<file path="src/rtl/pe_pkg.sv">
// Shared types for the pe_acc processing element: dataflow mode and control state.
package pe_pkg;

    typedef enum logic {
        MODE_OS = 1'b0,
        MODE_WS = 1'b1
    } mode_e;

    typedef enum logic [1:0] {
        IDLE  = 2'd0,
        RUN   = 2'd1,
        DRAIN = 2'd2
    } state_e;

endpackage

</file>
<file path="src/rtl/pe_sat_add.sv">
// Signed ACC_W adder with overflow detect; clamps to the signed range when SATURATE=1, else wraps.
module pe_sat_add #(
    parameter int ACC_W    = 24,
    parameter int SATURATE = 1
) (
    input  logic signed [ACC_W-1:0] x,
    input  logic signed [ACC_W-1:0] y,
    output logic signed [ACC_W-1:0] sum,
    output logic                    ovf
);

    logic signed [ACC_W-1:0] raw;

    always_comb begin
        raw = x + y;
        // Overflow only when both operands share a sign the result does not.
        ovf = (x[ACC_W-1] == y[ACC_W-1]) && (raw[ACC_W-1] != x[ACC_W-1]);
        sum = raw;
        if ((SATURATE != 0) && ovf) begin
            sum = x[ACC_W-1] ? {1'b1, {(ACC_W-1){1'b0}}} : {1'b0, {(ACC_W-1){1'b1}}};
        end
    end

endmodule

</file>
<file path="src/rtl/pe_acc.sv">
// Systolic-array processing element: output-stationary accumulate/drain or
// weight-stationary partial-sum MAC, with registered operand forwarding.
module pe_acc
    import pe_pkg::*;
#(
    parameter int WIDTH    = 8,
    parameter int ACC_W    = 2*WIDTH+8,
    parameter int SATURATE = 1
) (
    input  logic             clk,
    input  logic             rst_n,
    input  logic             mode,
    input  logic [WIDTH-1:0] a_in,
    input  logic             a_valid_in,
    input  logic [WIDTH-1:0] b_in,
    input  logic             b_valid_in,
    input  logic             load_w,
    input  logic [ACC_W-1:0] psum_in,
    input  logic             psum_valid_in,
    input  logic             clear,
    input  logic             drain,
    output logic [WIDTH-1:0] a_out,
    output logic             a_valid_out,
    output logic [WIDTH-1:0] b_out,
    output logic             b_valid_out,
    output logic [ACC_W-1:0] psum_out,
    output logic             psum_valid_out,
    output logic             busy,
    output logic             sat_flag,
    output logic [1:0]       state_dbg
);

    // Handshake: every *_valid qualifies its data in the same cycle; there is no
    // backpressure, so a valid is consumed on the rising edge it is seen high.
    // A drain that coincides with psum_valid_in is a protocol violation: the
    // local accumulator wins and the upstream partial sum is dropped.

    state_e                   state, state_nxt;
    mode_e                    mode_q, mode_eff;
    logic signed [ACC_W-1:0]  acc;
    logic signed [WIDTH-1:0]  w;
    logic signed [WIDTH-1:0]  mul_b;
    logic signed [2*WIDTH-1:0] prod;
    logic signed [ACC_W-1:0]  add_x, add_y, add_sum;
    logic                     add_ovf;
    logic                     ws, mac, os_drain, os_pass;

    always_comb begin
        // Mode is live while idle and frozen once a run has started.
        mode_eff = (state == IDLE) ? mode_e'(mode) : mode_q;
        ws       = (mode_eff == MODE_WS);
        mac      = ws ? a_valid_in : (a_valid_in && b_valid_in);
        mul_b    = ws ? w : b_in;
        prod     = (2*WIDTH)'(signed'(a_in)) * (2*WIDTH)'(mul_b);
        add_x    = ws ? psum_in : acc;
        add_y    = mac ? ACC_W'(prod) : '0;
        os_drain = !ws && drain && !clear && ((state == RUN) || ((state == IDLE) && mac));
        os_pass  = !ws && (state == IDLE) && !os_drain && !clear && psum_valid_in;
    end

    pe_sat_add #(
        .ACC_W    (ACC_W),
        .SATURATE (SATURATE)
    ) u_add (
        .x   (add_x),
        .y   (add_y),
        .sum (add_sum),
        .ovf (add_ovf)
    );

    always_comb begin
        state_nxt = state;
        case (state)
            IDLE: begin
                if (clear)         state_nxt = IDLE;
                else if (os_drain) state_nxt = DRAIN;
                else if (mac)      state_nxt = RUN;
            end
            RUN: begin
                if (clear)         state_nxt = IDLE;
                else if (os_drain) state_nxt = DRAIN;
            end
            DRAIN:   state_nxt = IDLE;
            default: state_nxt = IDLE;
        endcase
    end

    assign busy      = (state != IDLE);
    assign state_dbg = state;

    always_ff @(posedge clk or negedge rst_n) begin
        if (!rst_n) begin
            state          <= IDLE;
            mode_q         <= MODE_OS;
            acc            <= '0;
            w              <= '0;
            sat_flag       <= 1'b0;
            a_out          <= '0;
            a_valid_out    <= 1'b0;
            b_out          <= '0;
            b_valid_out    <= 1'b0;
            psum_out       <= '0;
            psum_valid_out <= 1'b0;
        end else begin
            state <= state_nxt;
            if (state == IDLE) mode_q <= mode_e'(mode);

            a_valid_out <= a_valid_in;
            b_valid_out <= b_valid_in;
            if (a_valid_in) a_out <= a_in;
            if (b_valid_in) b_out <= b_in;

            // The MAC in a load_w cycle reads w before this update lands.
            if (ws && load_w) w <= b_in;

            if (clear || os_drain)  acc <= '0;
            else if (!ws && mac)    acc <= add_sum;

            if (clear)              sat_flag <= 1'b0;
            else if (mac && add_ovf) sat_flag <= 1'b1;

            psum_valid_out <= 1'b0;
            if (os_drain) begin
                psum_out       <= add_sum;
                psum_valid_out <= 1'b1;
            end else if (os_pass) begin
                psum_out       <= psum_in;
                psum_valid_out <= 1'b1;
            end else if (ws && mac) begin
                psum_out       <= add_sum;
                psum_valid_out <= psum_valid_in;
            end
        end
    end

endmodule

</file>
<file path="config.mk">
export PLATFORM = sky130hd
export DESIGN_NAME = pe_acc
export DESIGN_NICKNAME = d
export VERILOG_FILES = /design/src/rtl/pe_pkg.sv /design/src/rtl/pe_sat_add.sv /design/src/rtl/pe_acc.sv
export SDC_FILE = /design/constraint.sdc
export NUM_CORES = 1
export LEC_CHECK = 0
export CAP_MARGIN = 30
export CORE_MARGIN = 3
export CORE_UTILIZATION = 55
export DETAILED_ROUTE_END_ITERATION = 6
export GPL_ROUTABILITY_DRIVEN = 0
export PLACE_DENSITY = 0.79
export SLEW_MARGIN = 30
export SYNTH_ARGS = -nofsm -noshare
export SYNTH_HDL_FRONTEND = slang
export SYNTH_SLANG_ARGS = --single-unit
</file>
<file path="constraint.sdc">
create_clock -name clk -period 23.3 [get_ports clk]
set_input_delay 4.66 -clock clk [delete_from_list [all_inputs] [get_ports clk]]
set_output_delay 4.66 -clock clk [all_outputs]
set_load 0.01 [all_outputs]
</file>
## Yosys cells after proc, flatten, opt, wreduce, memory -nomap -nowiden

Index checks and enable logic that the tools add are counted.

- $mul: 1
- Equal/unequal tests: 5
- Order comparisons: 0
- Shift operators: 0
- Reductions and logical operators: 25
- Bitwise gates (word level): 0
- Multiplexer cells: 23
- $add $sub $neg: 1
- Divide/modulo/power cells: 0

Operator list:

| kind | number |
|---|---|
| $mux W24 | 9 |
| $add A24 B24 Y24 | 1 |
| $mul A8 B8 Y16 | 1 |
| $logic_and A1 B1 Y1 | 14 |
| $mux W2 | 5 |
| $mux W8 | 1 |
| $mux W1 | 7 |
| $reduce_bool A2 Y1 | 3 |
| $ne A4 B4 Y1 const B | 1 |
| $pmux W2 S2 | 1 |
| $logic_not A1 Y1 | 3 |
| $ne A3 B3 Y1 const B | 1 |
| $reduce_bool A3 Y1 | 1 |
| $eq A2 B1 Y1 const B | 1 |
| $logic_not A2 Y1 | 1 |
| $logic_or A1 B1 Y1 | 2 |
| $reduce_and A2 Y1 | 1 |
| $eq A1 B1 Y1 | 1 |
| $ne A1 B1 Y1 | 1 |

- Bits in read-only memories: 0
- Input port bits: 49
- Bits in registers: 79
- Memories: 0
- Logic and storage cells: 66
- Output and inout port bits: 47
- Memory bits (writable): 0
- Bits in latches: 0

## Depth between registers and ports, before layout

- Depth after elaboration: 12
- Mapped depth: 33
- Depth with buffers taken out: 30

## Modules after synthesis

A second synthesis with hierarchy kept.

- Cells, all modules: 923
- Area total of the unflattened synthesis: 7858.8 um2

By module, submodules not included:

| module | seq. area each (um2) | times used | area each (um2) | cells an instance |
|---|---|---|---|---|
| pe_acc | 1976.9 | 1 | 6256.0 | 688 |
| pe_sat_add | 0.0 | 1 | 1602.8 | 235 |

## Least setup slack after synthesis

Ideal clock, no wire load.

- Path type: input to register
- From: in mode
- To: reg acc[9]
- Arrival time: 11.428 ns
- Cell stages on the path: 29
- Data required time: 23.166 ns
- Setup slack: 11.738 ns
- Buffers on the path: 3
- Setup time: 0.134 ns
- Cells stage by stage: mux2i_4 > clkbuf_1 > mux2i_1 > nor2b_1 > fa_1 > inv_1 > fa_1 > inv_1 > fa_1 > inv_1 > fa_1 > inv_1 > ha_1 > and3_1 > and3_1 > a211o_1 > a211oi_2 > nor2_4 > inv_1 > ha_1 > a21o_1 > a31o_1 > o41ai_2 > a31oi_1 > a31o_2 > buf_6 > o21bai_2 > buf_4 > o211ai_1

- Cells in the longest elaborated chain, start to end: 10
- Elaborated cells on any way between the ends: 23
- Classes of those cells: add/sub: 1; mul: 1; eq/ne: 2; mux: 9; reduce/logical: 10

Ends and longest elaborated chain:

| element | RTL line | text |
|---|---|---|
| start: declaration | pe_acc.sv:12 | `input logic mode,` |
| $mux W1 (*) | n/a |  |
| $mux W8 | pe_acc.sv:53 | `mul_b = ws ? w : b_in;` |
| $mul A8 B8 Y16 | pe_acc.sv:54 | `prod = (2*WIDTH)'(signed'(a_in)) * (2*WIDTH)'(mul_b);` |
| $mux W24 | pe_acc.sv:56 | `add_y = mac ? ACC_W'(prod) : '0;` |
| $add A24 B24 Y24 | pe_sat_add.sv:15 | `raw = x + y;` |
| $ne A1 B1 Y1 | pe_sat_add.sv:17 | `ovf = (x[ACC_W-1] == y[ACC_W-1]) && (raw[ACC_W-1] != x[ACC_W-1]);` |
| $logic_and A1 B1 Y1 | pe_sat_add.sv:17 |  |
| $mux W24 | pe_sat_add.sv:19 | `if ((SATURATE != 0) && ovf) begin` |
| $mux W24 | pe_acc.sv:117 | `else if (!ws && mac) acc <= add_sum;` |
| $mux W24 | pe_acc.sv:116 | `if (clear \|\| os_drain) acc <= '0;` |
| end signal: assignment | pe_acc.sv:117 |  |
| end: declaration | pe_acc.sv:40 | `logic signed [ACC_W-1:0] acc;` |

Mark *: on every way between the ends. The rest lies on a longest branch, timed or not. The select of a mux whose other input is x is not followed.
A chain may end at the register's enable or synchronous reset.

## Worst setup path after layout

- From: in mode
- To: reg acc[14]

The elaborated chain is that of the path after synthesis.

==> impl_metrics.toml <==
[outcome]
status = "finished clean"

[drt]
viasPerCell = 5.85
drt-total-wl_mm = 18.6
drt_iter0_drc = 520
vias = 6350
wl_per_cell_um = 17.2
ant_nets = 0
drt_pass1_iterations = 4
remaining_drc_errors = 0

[clocking]
root_buffer = "clkbuf_16"
cts_buffers = 9
cts_buffer_depth = 2
h-tree-depth = 3
cts_sinks = 79
clk_pin_slew_ps = 70
ctsResizeCount = 0
hold_buffers = 0
clk_latency_ps = 350
cts_tree = "built"
cts_setup_buffers = 0

[placed_design]
place_area_mm2 = 0.00851
dp.final_hpwl_mm = 13.9
port_buffers = 95

[critical_path]
cp-startpoint = "mode"
r2r_end = "acc[14]$_DFFE_PN0P_"
cp_max_fo = 35
worstPathRequired_ps = 23530
ff2ff_path_depth = 29
crit_arrival_ps = 13310
crit_path_end_kind = "flip-flop"
r2r_slack_ps = 14340
worst-setup-path-type = "input pin to flip-flop"
reg2reg_from = "state_dbg[0]$_DFFE_PN0P_"
endpoint = "acc[14]$_DFFE_PN0P_"
cp-start-kind = "input pin"

[floorplan]
placementRows = 41
design.core.area_mm2 = 0.0129
die_h_um = 122
die_x_um = 122
dieArea_mm2 = 0.0150
ios = 96
initial_core_util_pct = 57.6

[sta]
skew_ps = 13.8
hold_slack_ps = 491
fin_tns_setup_ps = 0
rsz0062_at_grt = "false"
slew_viol_final = 0
relSlewSlack_pct = 40.1
finalHoldViolCount = 0
period_minus_slack_ps = 13080
setup_viol = 0
max_freq_mhz = 76.5
tightest_slew_ps = 873
fin_crit_sh_pct = 56.1

[synthesis]
yosys.area.top_type = "dfrtp_1"
synthCells = 827
synth-seq-cells = 79
synth_top_area_share_pct = 26.5
ys.flop_type = "dfrtp_1"
synthArstFlopShare_pct = 100
syn_area_per_cell_um2 = 9.01
synth_cell_types = 74
synthesis.area_mm2 = 0.00745
yosysSeqAreaShare_pct = 26.5
synth_edf_count = 0
yosys-top-cells-area = "dfrtp_1, fa_1, ha_1"
syn_nets = 984
ys_warn_count = 0

[global_route]
antenna_found_initial = 0
grt_pass1_wl_mm = 30.8
grt_max_degree = 80
first_global_vias = 6165
grt_util_all_layers_pct = 26.0
grt_overflow_total = 0

[finish]
syn_to_final_growth_pct = 18.4
utilization_pct = 68.3
drive_above_1_share_pct = 7.23
insertedDiodeCount = 0
final_area_mm2 = 0.00882
final_nets = 1065

[flow_run]
max-cap-violations = 0

[hold_path]
min_from = "acc[0]$_DFFE_PN0P_"
hold_class = "flip-flop to flip-flop"
## metrics by stage
stage | worst slack, ps | instances
after floorplan | 11740 | 827
after global placement | 9980 | 1069
after detailed placement | 9800 | 1069
after CTS | 10140 | 1085
after global routing | 9690 | 1085
final | 10220 | 1085
## synthesized netlist by cell type, drive strengths merged, types with 7 or more instances
master / n
a211oi: 10
a21o: 12
a21oi: 35
a22oi: 11
and2: 19
buf: 10
clkbuf: 17
dfrtp: 79
fa: 56
ha: 52
inv: 92
mux2: 24
mux2i: 8
nand2: 127
nand2b: 7
nand3: 8
nor2: 39
nor2b: 29
nor3: 10
o211ai: 37
o21ai: 39
o21bai: 7
or3: 10
xnor2: 16
xor2: 11
## layout make-up
class                      count  area [um2]
clock inverter                 5        63.8
tap                          172         215
fill                        1072        4100
clock buffer                  11         243
inverter                      92         345
sequential                    79        1980
timing repair buffer          97         967
multi-input combinational    629        5010
## layout by cell type, fill, tap and decap left out, drive strengths merged, types with 7 or more instances in the layout
| master | count |
|---|---|
| a21oi | 35 |
| nor2b | 29 |
| o21ai | 39 |
| clkbuf | 11 |
| nand2 | 127 |
| and2 | 19 |
| xor2 | 11 |
| o21bai | 7 |
| dfrtp | 79 |
| nor2 | 39 |
| a211oi | 10 |
| ha | 52 |
| or3 | 10 |
| a21o | 12 |
| inv | 94 |
| xnor2 | 16 |
| nor3 | 10 |
| nand3 | 8 |
| fa | 56 |
| o211ai | 37 |
| a22oi | 11 |
| mux2 | 24 |
| mux2i | 8 |
| clkdlybuf4s50 | 94 |
| nand2b | 7 |
## flip-flops by register name (all words and copies together), names as in the netlist
signal / cells
a_out: 8
a_valid_out: 1
acc: 24
b_out: 8
b_valid_out: 1
mode_q: 1
psum_out: 24
psum_valid_out: 1
sat_flag: 1
state_dbg: 2
w: 8
## cell families after synthesis
family | after synthesis | synth area share [%]
flops | 79 | 26.5
compound gates | 190 | 17.6
simple gates | 271 | 17.6
xor+xnor | 27 | 3.17
buf+inv | 119 | 6.30
fa+ha+maj | 109 | 23.9
mux | 32 | 4.92
## routing by layer
metal / global-route usage [%] / up-vias / wire [um]
met1: 37.5 / 3092 / 8310
met5: 0 / - / 0
met3: 6.18 / 30 / 1490
met2: 39.0 / 228 / 8490
met4: 7.70 / 0 / 326
li1: - / 3000 / -
## how the worst min path moves through the flow
| stage | to | slack [ps] | cells after the start |
|---|---|---|---|
| after global placement | acc[14]$_DFFE_PN0P_ | 470 | 2 |
| after global routing | acc[19]$_DFFE_PN0P_ | 520 | 2 |
| after CTS | acc[0]$_DFFE_PN0P_ | 490 | 2 |
| after detailed placement | acc[0]$_DFFE_PN0P_ | 480 | 2 |
| final | acc[0]$_DFFE_PN0P_ | 490 | 2 |
| after floorplan | acc[0]$_DFFE_PN0P_ | 450 | 2 |
## critical path: stages
cell,delay (ps)
clkdlybuf4s50_1,550
mux2i_4,90
buf_4,280
inv_2,540
nand2_1,110
nand2_1,240
nand2_1,170
fa_1,720
fa_1,490
fa_1,510
inv_1,50
fa_1,430
ha_1,360
and3_1,210
and3_1,190
a211o_1,320
and4_4,190
nor2_4,240
inv_1,220
ha_1,440
a21o_1,170
a31o_1,220
o41ai_2,90
a31oi_1,270
a31o_2,500
nand4b_2,680
o311ai_1,330
Power is left out: the tool's default activity adds up to more than one toggle a clock period on the data nets, which glitch-free logic cannot reach.
==> patch (config.mk and constraints unchanged) <==
`WIDTH`: 8 -> 12.
--- a/src/rtl/pe_acc.sv
+++ b/src/rtl/pe_acc.sv
@@ -3,7 +3,7 @@
 module pe_acc
     import pe_pkg::*;
 #(
-    parameter int WIDTH    = 8,
+    parameter int WIDTH    = 12,
     parameter int ACC_W    = 2*WIDTH+8,
     parameter int SATURATE = 1
 ) (
Ports: changed (6 resized); port bits go from 96 to 128. The function was not compared with the original's and may differ.
==> patch against the unedited design <==
- cell area is 59% higher
- synthesized area is 65% higher
- synthesized cell count increased by 68%
- highest routed layer unchanged
- sequential cell count is 28 higher
- maximum frequency decreased by 10%
- worst setup slack lost 1.5 ns
- routed wire length increased by 63%
- count of clock-buffer cells in the layout decreased by 2
Power is not shown: default switching activity piles up to over one toggle a cycle in this logic, so the estimate is an artifact.
==> patch: results (changes against the unedited design) <==
metric	value	unit	change
largest net degree at the start of global routing	56		was 80
Worst Clk Skew	0.01802	ns	was 0.01382 ns
global-route wire length before repair	51430	µm	was 30770 µm
Final nets	1751		was 1065
sequential share of the synthesized area	0.2174		was 0.2653
share of post-route cells with drive strength above 1	0.07352		was 0.07229
First-pass DRT Iterations	5		was 4
Largest regs	acc x32, psum_out x32		was acc x24, psum_out x24
min-delay worst type	reg -> reg		unchanged
diode count	0		unchanged
vias in the first global route	10474		was 6165
grt met1 use	0.3517		was 0.3750
largest fanout on the critical path	50		was 35
final cell count without fillers	1749		was 1085
met2 usage	0.4334		was 0.3899
Worst Tran Pin Value	0.8916	ns	was 0.8730 ns
Cell variety after synth	76		was 74
PortBufs	127		was 95
Place WS	8.471	ns	was 9.796 ns
multiplexer share of the synthesized area	0.03616		was 0.04919
worst-skew pair later-pin latency	0.37	ns	was 0.35 ns
setup tns final	0	ns	unchanged
Critical Path AT	14.83	ns	was 13.31 ns
1st-iter DRT viols	776		was 520
commonest cells in the synthesized netlist	nand2_1, inv_1, fa_1		was nand2_1, inv_1, dfrtp_1
status	complete, no violations		unchanged
WL/cell	17.32	µm	was 17.16 µm
DPL Wire Length	23830	µm	was 13930 µm
CP max stage delay	0.71	ns	
GRT Util Overall	0.2585		was 0.2596
grt met3 use	0.04300		was 0.06175
XOR/XNOR Fraction of Synth Area	0.03200		was 0.03173
Most used DFF post-synth	dfrtp_1		unchanged
top post-synthesis cells by area	fa_1, dfrtp_1, ha_1, nand2_1, inv_1		was dfrtp_1, fa_1, ha_1, nand2_1, inv_1
Syn Area/Cell	8.880	µm²	was 9.011 µm²
Post-Synth Adder-Cell Area	0.3092		was 0.2393
via/cell ratio	5.772		was 5.853
slowest cell on the critical path	inv_2		was fa_1
Synth Area in Compound Gates	0.1359		was 0.1756
[patch: cell count changes after synthesis, moves of 19 or more]
cell,before,now
a21oi_1,34,69
dfrtp_1,79,107
fa_1,56,139
clkbuf_1,16,52
nor2_1,37,76
ha_1,52,82
nand2_1,127,243
o211ai_1,37,4
a221o_1,1,21
nor3_1,9,28
inv_1,91,182
[patch: path summary, 6_finish.rpt]
path                            cells past startpoint  slack, ns         start      endpoint
worst max register to register                     34      13.00  state_dbg[0]        acc[4]
worst min register to register                      1       0.51      a_out[4]      a_out[4]
max in group asynchronous                           2      17.79         rst_n  psum_out[21]
min in group asynchronous                           1       4.34         rst_n      a_out[2]
worst min-delay path                                1       0.51      a_out[4]      a_out[4]
worst max-delay path                               34       8.73          mode        acc[4]
[patch: per-stage QoR]
step	hold slack [ns]	instance area (µm²)
after floorplan	0.4497	12320
after global placement	0.4747	13710
after detailed placement	0.4830	13720
after CTS	0.5109	14000
after global routing	0.5157	14000
final	0.5090	14000
[patch: worst max-delay path: cells and delay by family]
family / cells / cell delay (ns)
AO/OA/AOI/OAI: 11 / 2.72
buffers and inverters: 6 / 1.64
adder cells (fa/ha/maj): 7 / 3.15
XOR/XNOR: 1 / 0.17
AND/OR/NAND/NOR: 9 / 2.45
[patch: area by class of cell]
class | instances | area (µm²)
multi-input combinational | 1027 | 8658
fill | 1834 | 7893
sequential | 107 | 2678
timing repair buffer | 137 | 1344
inverter | 183 | 686.9
tap | 280 | 350.3
clock buffer | 9 | 225.2
clock inverter | 6 | 56.30
[patch: layer usage]
metal  up-vias  share of wire
li1       4701              -
met1      5032           0.43
met2       323           0.49
met3        40          0.064
met4         0          0.017
met5         -              0
